==> src/rtl/exu_pipe_ctrl.sv <==
// exu_pipe_ctrl: pipeline stall/flush controller (load-use, mul/div, LSU wait, branch, halt) with stall perf counter
module exu_pipe_ctrl #(
    parameter int GPR_W      = 5,
    parameter int MD_TIMEOUT = 64,
    parameter int PERF_W     = 64
) (
    input  logic              clk,
    input  logic              rst,
    input  logic [GPR_W-1:0]  id_rs1,
    input  logic [GPR_W-1:0]  id_rs2,
    input  logic              id_use_rs1,
    input  logic              id_use_rs2,
    input  logic [GPR_W-1:0]  ex1_rd,
    input  logic              ex1_mem_to_reg,
    input  logic              ex2_md_op,
    input  logic              md_done,
    input  logic              mem_req,
    input  logic              mem_ready,
    input  logic              ex2_branch_taken,
    input  logic              ex2_halt,
    output logic              stall_if,
    output logic              stall_id,
    output logic              stall_ex1,
    output logic              stall_ex2,
    output logic              stall_mem,
    output logic              flush_id,
    output logic              flush_ex1,
    output logic              flush_ex2,
    output logic              flush_mem,
    output logic              halted,
    output logic              md_timeout_err,
    output logic [1:0]        state,
    output logic [PERF_W-1:0] perf_stall_cnt
);
    typedef enum logic [1:0] {RUN = 2'd0, MD_WAIT = 2'd1, MEM_WAIT = 2'd2, HALTED = 2'd3} state_t;
    localparam int CW = $clog2(MD_TIMEOUT + 1);
    state_t cur, nxt;
    logic [CW-1:0] md_cnt, md_cnt_n;
    logic err_n, mem_wait, md_wait, load_use;
    assign mem_wait = mem_req & ~mem_ready;
    assign md_wait  = ex2_md_op & ~md_done;
    assign load_use = ex1_mem_to_reg & (ex1_rd != '0) &
                      ((id_use_rs1 & (id_rs1 == ex1_rd)) | (id_use_rs2 & (id_rs2 == ex1_rd)));
    assign state  = cur;
    assign halted = (cur == HALTED);
    // A branch arriving during a wait is not dropped: EX2 stays stalled, so it is seen again on release.
    always_comb begin
        {stall_if, stall_id, stall_ex1, stall_ex2, stall_mem} = '0;
        {flush_id, flush_ex1, flush_ex2, flush_mem} = '0;
        nxt      = cur;
        md_cnt_n = md_cnt;
        err_n    = md_timeout_err;
        if (!rst) begin
            if (cur == HALTED) begin
                {stall_if, stall_id, stall_ex1, stall_ex2, stall_mem} = '1;
            end else if (mem_wait) begin
                {stall_if, stall_id, stall_ex1, stall_ex2, stall_mem} = '1;
                nxt = MEM_WAIT;
            end else if (md_wait) begin
                {stall_if, stall_id, stall_ex1, stall_ex2} = '1;
                flush_mem = 1'b1;
                md_cnt_n  = md_cnt + CW'(cur == MD_WAIT);
                err_n     = md_timeout_err | (md_cnt_n == CW'(MD_TIMEOUT));
                nxt       = (md_cnt_n == CW'(MD_TIMEOUT)) ? HALTED : MD_WAIT;
            end else begin
                md_cnt_n  = '0;
                nxt       = ex2_halt ? HALTED : RUN;
                flush_mem = ex2_halt;
                {flush_id, flush_ex2} = {2{~ex2_halt & ex2_branch_taken}};
                {stall_if, stall_id}  = {2{~ex2_halt & ~ex2_branch_taken & load_use}};
                flush_ex1 = ~ex2_halt & (ex2_branch_taken | load_use);
            end
        end
    end
    always_ff @(posedge clk) begin
        if (rst) begin
            cur            <= RUN;
            md_cnt         <= '0;
            md_timeout_err <= 1'b0;
            perf_stall_cnt <= '0;
        end else begin
            cur            <= nxt;
            md_cnt         <= md_cnt_n;
            md_timeout_err <= err_n;
            if (stall_if && cur != HALTED && !(&perf_stall_cnt))
                perf_stall_cnt <= perf_stall_cnt + 1'b1;
        end
    end
endmodule

==> config.mk <==
export PLATFORM = sky130hd
export DESIGN_NAME = exu_pipe_ctrl
export DESIGN_NICKNAME = d
export VERILOG_FILES = /design/src/rtl/exu_pipe_ctrl.sv
export SDC_FILE = /design/constraint.sdc
export NUM_CORES = 1
export LEC_CHECK = 0
export ABC_CLOCK_PERIOD_IN_PS = 3900
export CAP_MARGIN = 20
export CORE_AREA = 2 2 100 102
export CTS_CLUSTER_DIAMETER = 60
export CTS_CLUSTER_SIZE = 16
export DETAILED_ROUTE_END_ITERATION = 7
export DIE_AREA = 0 0 102 104
export PLACE_DENSITY = 0.8
export SLEW_MARGIN = 20
export SYNTH_ARGS = -nofsm -noshare
export SYNTH_HDL_FRONTEND = slang
export SYNTH_SLANG_ARGS = --single-unit
==> constraint.sdc <==
create_clock -name clk -period 3.9 [get_ports clk]
set_input_delay 0.975 -clock clk [delete_from_list [all_inputs] [get_ports clk]]
set_output_delay 0.975 -clock clk [all_outputs]
set_load 0.02 [all_outputs]
# After elaboration in Yosys (flattened, before gate mapping)
# Cells that the tools add are included.
[op_classes] n_reduce_logical=7 mux=28 n_addsub=2 n_bitwise=19 eq_ne=6
[ops] cell="64-bit by 1-bit adder with 64-bit output, second input constant" n=1
[ops] cell="64-bit AND reduction" n=1
[ops] cell="1-bit 2-to-1 mux" n=23
[ops] cell="1-bit bitwise AND" n=10
[ops] cell="5-bit == test" n=2
[ops] cell="2-bit 2-to-1 mux" n=4
[ops] cell="7-bit by 1-bit adder with 7-bit output" n=1
[ops] cell="7-bit == test, second input constant" n=1
[ops] cell="7-bit 2-to-1 mux" n=1
[ops] cell="1-bit NOT" n=6
[ops] cell="5-bit nonzero test" n=1
[ops] cell="1-bit bitwise OR" n=3
[ops] cell="3-bit AND reduction" n=1
[ops] cell="2-bit by 1-bit == test with 1-bit output, second input constant" n=1
[ops] cell="2-bit == test, second input constant" n=1
[ops] cell="1-bit logical AND" n=2
[ops] cell="2-bit inequality test, second input constant" n=1
[ops] cell="2-bit AND reduction" n=1
[ops] cell="1-bit logical NOT" n=1
[word_totals] out_inout_bits=77 reg_bits=74 in_bits=26 wordCells=66

# Longest topological paths before layout
[logic_depth] word_depth=11 depth_mapped=11 ltp_nobuf=10

# Worst setup path before layout
# Ideal clock, no wire load.
[synth_path] path_type="input -> output" startpoint="in ex1_rd[1]" endpoint="out stall_if" path_stages=5 setup_slack_ns=0.630 path_buffers=1 arrival_ns=2.295 t_required_ns=2.925 path_cell_list="or4_1 o21ai_0 a211oi_1 or2_2 buf_4"
[synth_between] elab_chain_cells=9 word_cells_on_any_way=13 classes_between="eq/ne (2); mux (4); bitwise (6); reduce/logical (1)"
[synth_rtl] element="start: declaration" line="13" rtl="input logic [GPR_W-1:0] ex1_rd,"
[synth_rtl] element="5-bit == test" line="43" rtl="((id_use_rs1 & (id_rs1 == ex1_rd)) | (id_use_rs2 & (id_rs2 == ex1_rd)));"
[synth_rtl] element="1-bit bitwise AND" line="43"
[synth_rtl] element="1-bit bitwise OR" line="43"
[synth_rtl] element="1-bit bitwise AND (*)" line="42" rtl="assign load_use = ex1_mem_to_reg & (ex1_rd != '0) &"
[synth_rtl] element="1-bit bitwise AND (*)" line="70" rtl="{stall_if, stall_id} = {2{~ex2_halt & ~ex2_branch_taken & load_use}};"
[synth_rtl] element="1-bit 2-to-1 mux (*) (4 in a row)"
[synth_rtl] element="end: declaration" line="21" rtl="output logic stall_if,"
# Mark *: on every way between the ends. The rest lies on a longest branch, timed or not.

# Worst setup path after layout
[layout_path] startpoint="in ex1_rd[2]" endpoint="out stall_if"
[layout_between] elab_chain_cells=9 word_cells_on_any_way=13 classes_between="eq/ne (2); mux (4); bitwise (6); reduce/logical (1)"
[layout_rtl] element="5-bit == test" line="43"
[layout_rtl] element="1-bit bitwise AND" line="43"
[layout_rtl] element="1-bit bitwise OR" line="43"
[layout_rtl] element="1-bit bitwise AND (*)" line="42"
[layout_rtl] element="1-bit bitwise AND (*)" line="70"
[layout_rtl] element="1-bit 2-to-1 mux (*)" line="59" rtl="end else if (md_wait) begin"
[layout_rtl] element="1-bit 2-to-1 mux (*)" line="56" rtl="end else if (mem_wait) begin"
[layout_rtl] element="1-bit 2-to-1 mux (*)" line="54" rtl="if (cur == HALTED) begin"
[layout_rtl] element="1-bit 2-to-1 mux (*)" line="53" rtl="if (!rst) begin"
# Marks and branches as above.

==> flow_summary.toml <==
[power_and_ir_drop]
ir_drop_v = 0.000194
p_int_mw = 1.15
power_switching_uw = 374
clkPwrFrac = 0.407
leakagePower_nw = 1.84
p_sw_frac = 0.246
combPwrFrac = 0.094
p_per_area_nw_per_um2 = 273
pwr-share-seq = 0.499

[clock_tree]
clkLatencyLatePin_ns = 0.35
postCtsSetupBuffers = 0
clock_path_buffers = 2
htree_levels = 3
clkSinkCount = 74
root_buffer = "clkbuf_8"
cts_tree = "yes"
clkTransAtPathRegs_ns = 0.07
cts_made_buffers = 9

[sta]
slew-limit-headroom = 0.511
fmax_ghz = 0.259
fin_crit_sh = 0.990
grt_setup_unrepaired = "yes"
final_max_slew_viol_count = 0
tightest_slew_ns = 0.734
holdWs_ns = 0.474
setup_viol = 0
fin_crit_ns = 3.86
hold_violations = 0
worst_clock_skew_ns = 0.0128

[synthesis]
synth_top_area_frac = 0.353
synth_area_per_cell_sq_um = 8.08
syn_area_sq_um = 4200
ys_seq_elements = 74
ys.flop_type = "dfxtp_1"
synthCells = 520
synth_common_cells = "74 x dfxtp_1, 49 x a21oi_1, 42 x nor2_1, 37 x nand2_1, 33 x nand3_1"
yosys_warnings = 0
syn_nets = 549
yosysTopAreaCell = "dfxtp_1"
synth_edf_count = 0
ys_top_cells_by_area = "dfxtp_1 35%, a21oi_1 5.8%, nand3_1 3.9%"
yosysMostFrequentCell = "dfxtp_1"
yosysSeqAreaShare = 0.353
async_flop_share = 0
ys_types = 51

[hold_path]
hp-class = "reg2reg"
min-delay-start = "md_timeout_err"
min_path_cells = 1
min_to = "md_timeout_err"

[critical_path]
crit_slowest_cell = "or4_1"
crit_path_cell_trace = "clkdlybuf4s50_1, or4_1, o21ai_1, a211oi_2, or2_2, dlygate4sd2_1"
cpPeakStageDelay_ns = 0.54
rrSetupSlack_ns = 1.06
cp-end-kind = "primary output"
critPathRequiredTime_ns = 2.92
start_kind = "input pin"
ff2ff_path_depth = 9
timing.rr.end = "perf_stall_cnt[55]"
critPathArrivalTime_ns = 2.89
cp-startpoint = "ex1_rd[2]"
cp_top_family = "simple AND/OR/NAND/NOR gates"
cp_num_buf_inv = 2
r2r_start = "perf_stall_cnt[7]"
worstSetupPathType = "in2out"
path_max_fanout = 3

[finish]
nets = 647
diodes = 0
regArea_sq_um = 1480
drive_gt1_frac = 0.0995
multi_input_area_sq_um = 2510
final_cells = 756
synthToLayoutAreaGrowth_pct = 32.7
fillers = 854

[run]
cap_violations = 0

[route]
drc = 0
drt_iter0_drc = 266
firstDrtPassIters = 4
via_count = 4442
viasPerCell = 5.88
finalWirelength_um = 11800
routedWlPerCell_um = 15.6
ant_nets = 0

[global_route]
grt_remaining_overflow = 0
grt_usage = 0.222
antenna_found_initial = 0
grt_start_max_net_pins = 71
grt_pass1_vias = 4141
grt_pass1_wl_um = 19300

[run_status]
outcome = "completed"

[placed_design]
dp.cells = 740
gp_congestion = 0.874
port_buffers = 102
dpl.hpwl_um = 8340

[die]
start_util = 0.440
die_y_um = 104
rows = 36
coreArea_sq_um = 9550
io_pins = 103
fp.dieW_um = 102
die-area_sq_um = 10600
registers in the layout, indices dropped and copies added (netlist names):
register        cells
md_cnt              7
md_timeout_err      1
perf_stall_cnt     64
state               2
power by group through the flow:
stage | Combinational (mW) | Clock, mW | Sequential [mW]
finish | 0.143 | 0.620 | 0.760
global route | 0.153 | 0.655 | 0.761
floorplan | 0.0697 | 0 | 0.782
global placement | 0.139 | 0 | 0.778
detailed placement | 0.144 | 0 | 0.778
CTS | 0.142 | 0.630 | 0.760
cells in the final DEF, fill, tap and decap left out, types with 3 or more instances in the layout:
master / n
ha_1: 3
or3_1: 19
dfxtp_1: 74
nor4_4: 3
o21a_1: 4
nand4b_1: 6
and2_1: 6
xor2_1: 9
xnor2_1: 6
nor3_1: 7
nor4_1: 17
a31o_2: 4
nor2_1: 42
nand2_1: 37
inv_1: 13
o41ai_1: 8
o311ai_0: 3
a21oi_1: 49
a22o_1: 3
nand3_1: 33
o21ai_0: 20
nand4_1: 19
nand4_2: 3
and3_1: 11
buf_4: 18
mux2_2: 10
and4_1: 3
nor2b_1: 10
or4_1: 22
clkdlybuf4s50_1: 98
o31ai_1: 19
clkbuf_8: 11
per-layer routing:
layer,vias to the layer above,share of wire,routed length (um),GRT usage
met5,-,0,0,0
met4,0,0.015,173,0.0705
met3,14,0.073,856,0.0450
met2,176,0.49,5710,0.369
met1,2092,0.43,5020,0.286
li1,2160,-,-,-
cell families after synthesis:
| family | after synthesis | synth area share |
|---|---|---|
| flops | 74 | 0.353 |
| buf+inv | 47 | 0.0536 |
| mux | 12 | 0.0328 |
| compound gates | 125 | 0.188 |
| simple gates | 244 | 0.333 |
| fa+ha+maj | 3 | 0.00893 |
| xor+xnor | 15 | 0.0313 |
worst max path at each step:
stage | endpoint | slack (ns) | depth (start not counted)
finish | stall_if | 0.04 | 6
global route | stall_if | -0.09 | 7
CTS | stall_if | 0.02 | 6
detailed placement | stall_if | -0.28 | 6
global placement | stall_id | -0.17 | 7
floorplan | stall_if | 0.63 | 5
layout make-up:
cell class | count | share of cell area
Clock buffer | 12 | 0.0278
Clock inverter | 4 | 0.00897
Inverter | 13 | 0.00875
Multi-Input combinational cell | 399 | 0.450
Sequential cell | 74 | 0.266
Tap cell | 133 | 0.0298
Timing Repair Buffer | 121 | 0.209
metrics by stage:
stage	setup WS, ns	power [mW]	TNS, ns	util	cell area (sq um)
finish	0.0396	1.52	0	0.584	5580
CTS	0.0208	1.53	0	0.584	5580
floorplan	0.630	0.851	0	-	4200
detailed placement	-0.280	0.922	-0.723	0.563	5370
global placement	-0.172	0.917	-0.469	0.563	5370
global route	-0.0851	1.57	-0.168	0.584	5580
timing repair:
action	in CTS	in global routing
hold buffers	0	0
setup endpoints to repair	3	3
pin swaps	0	1
gates resized for setup	4	3
No activity file was read; power rests on OpenSTA's default activity.
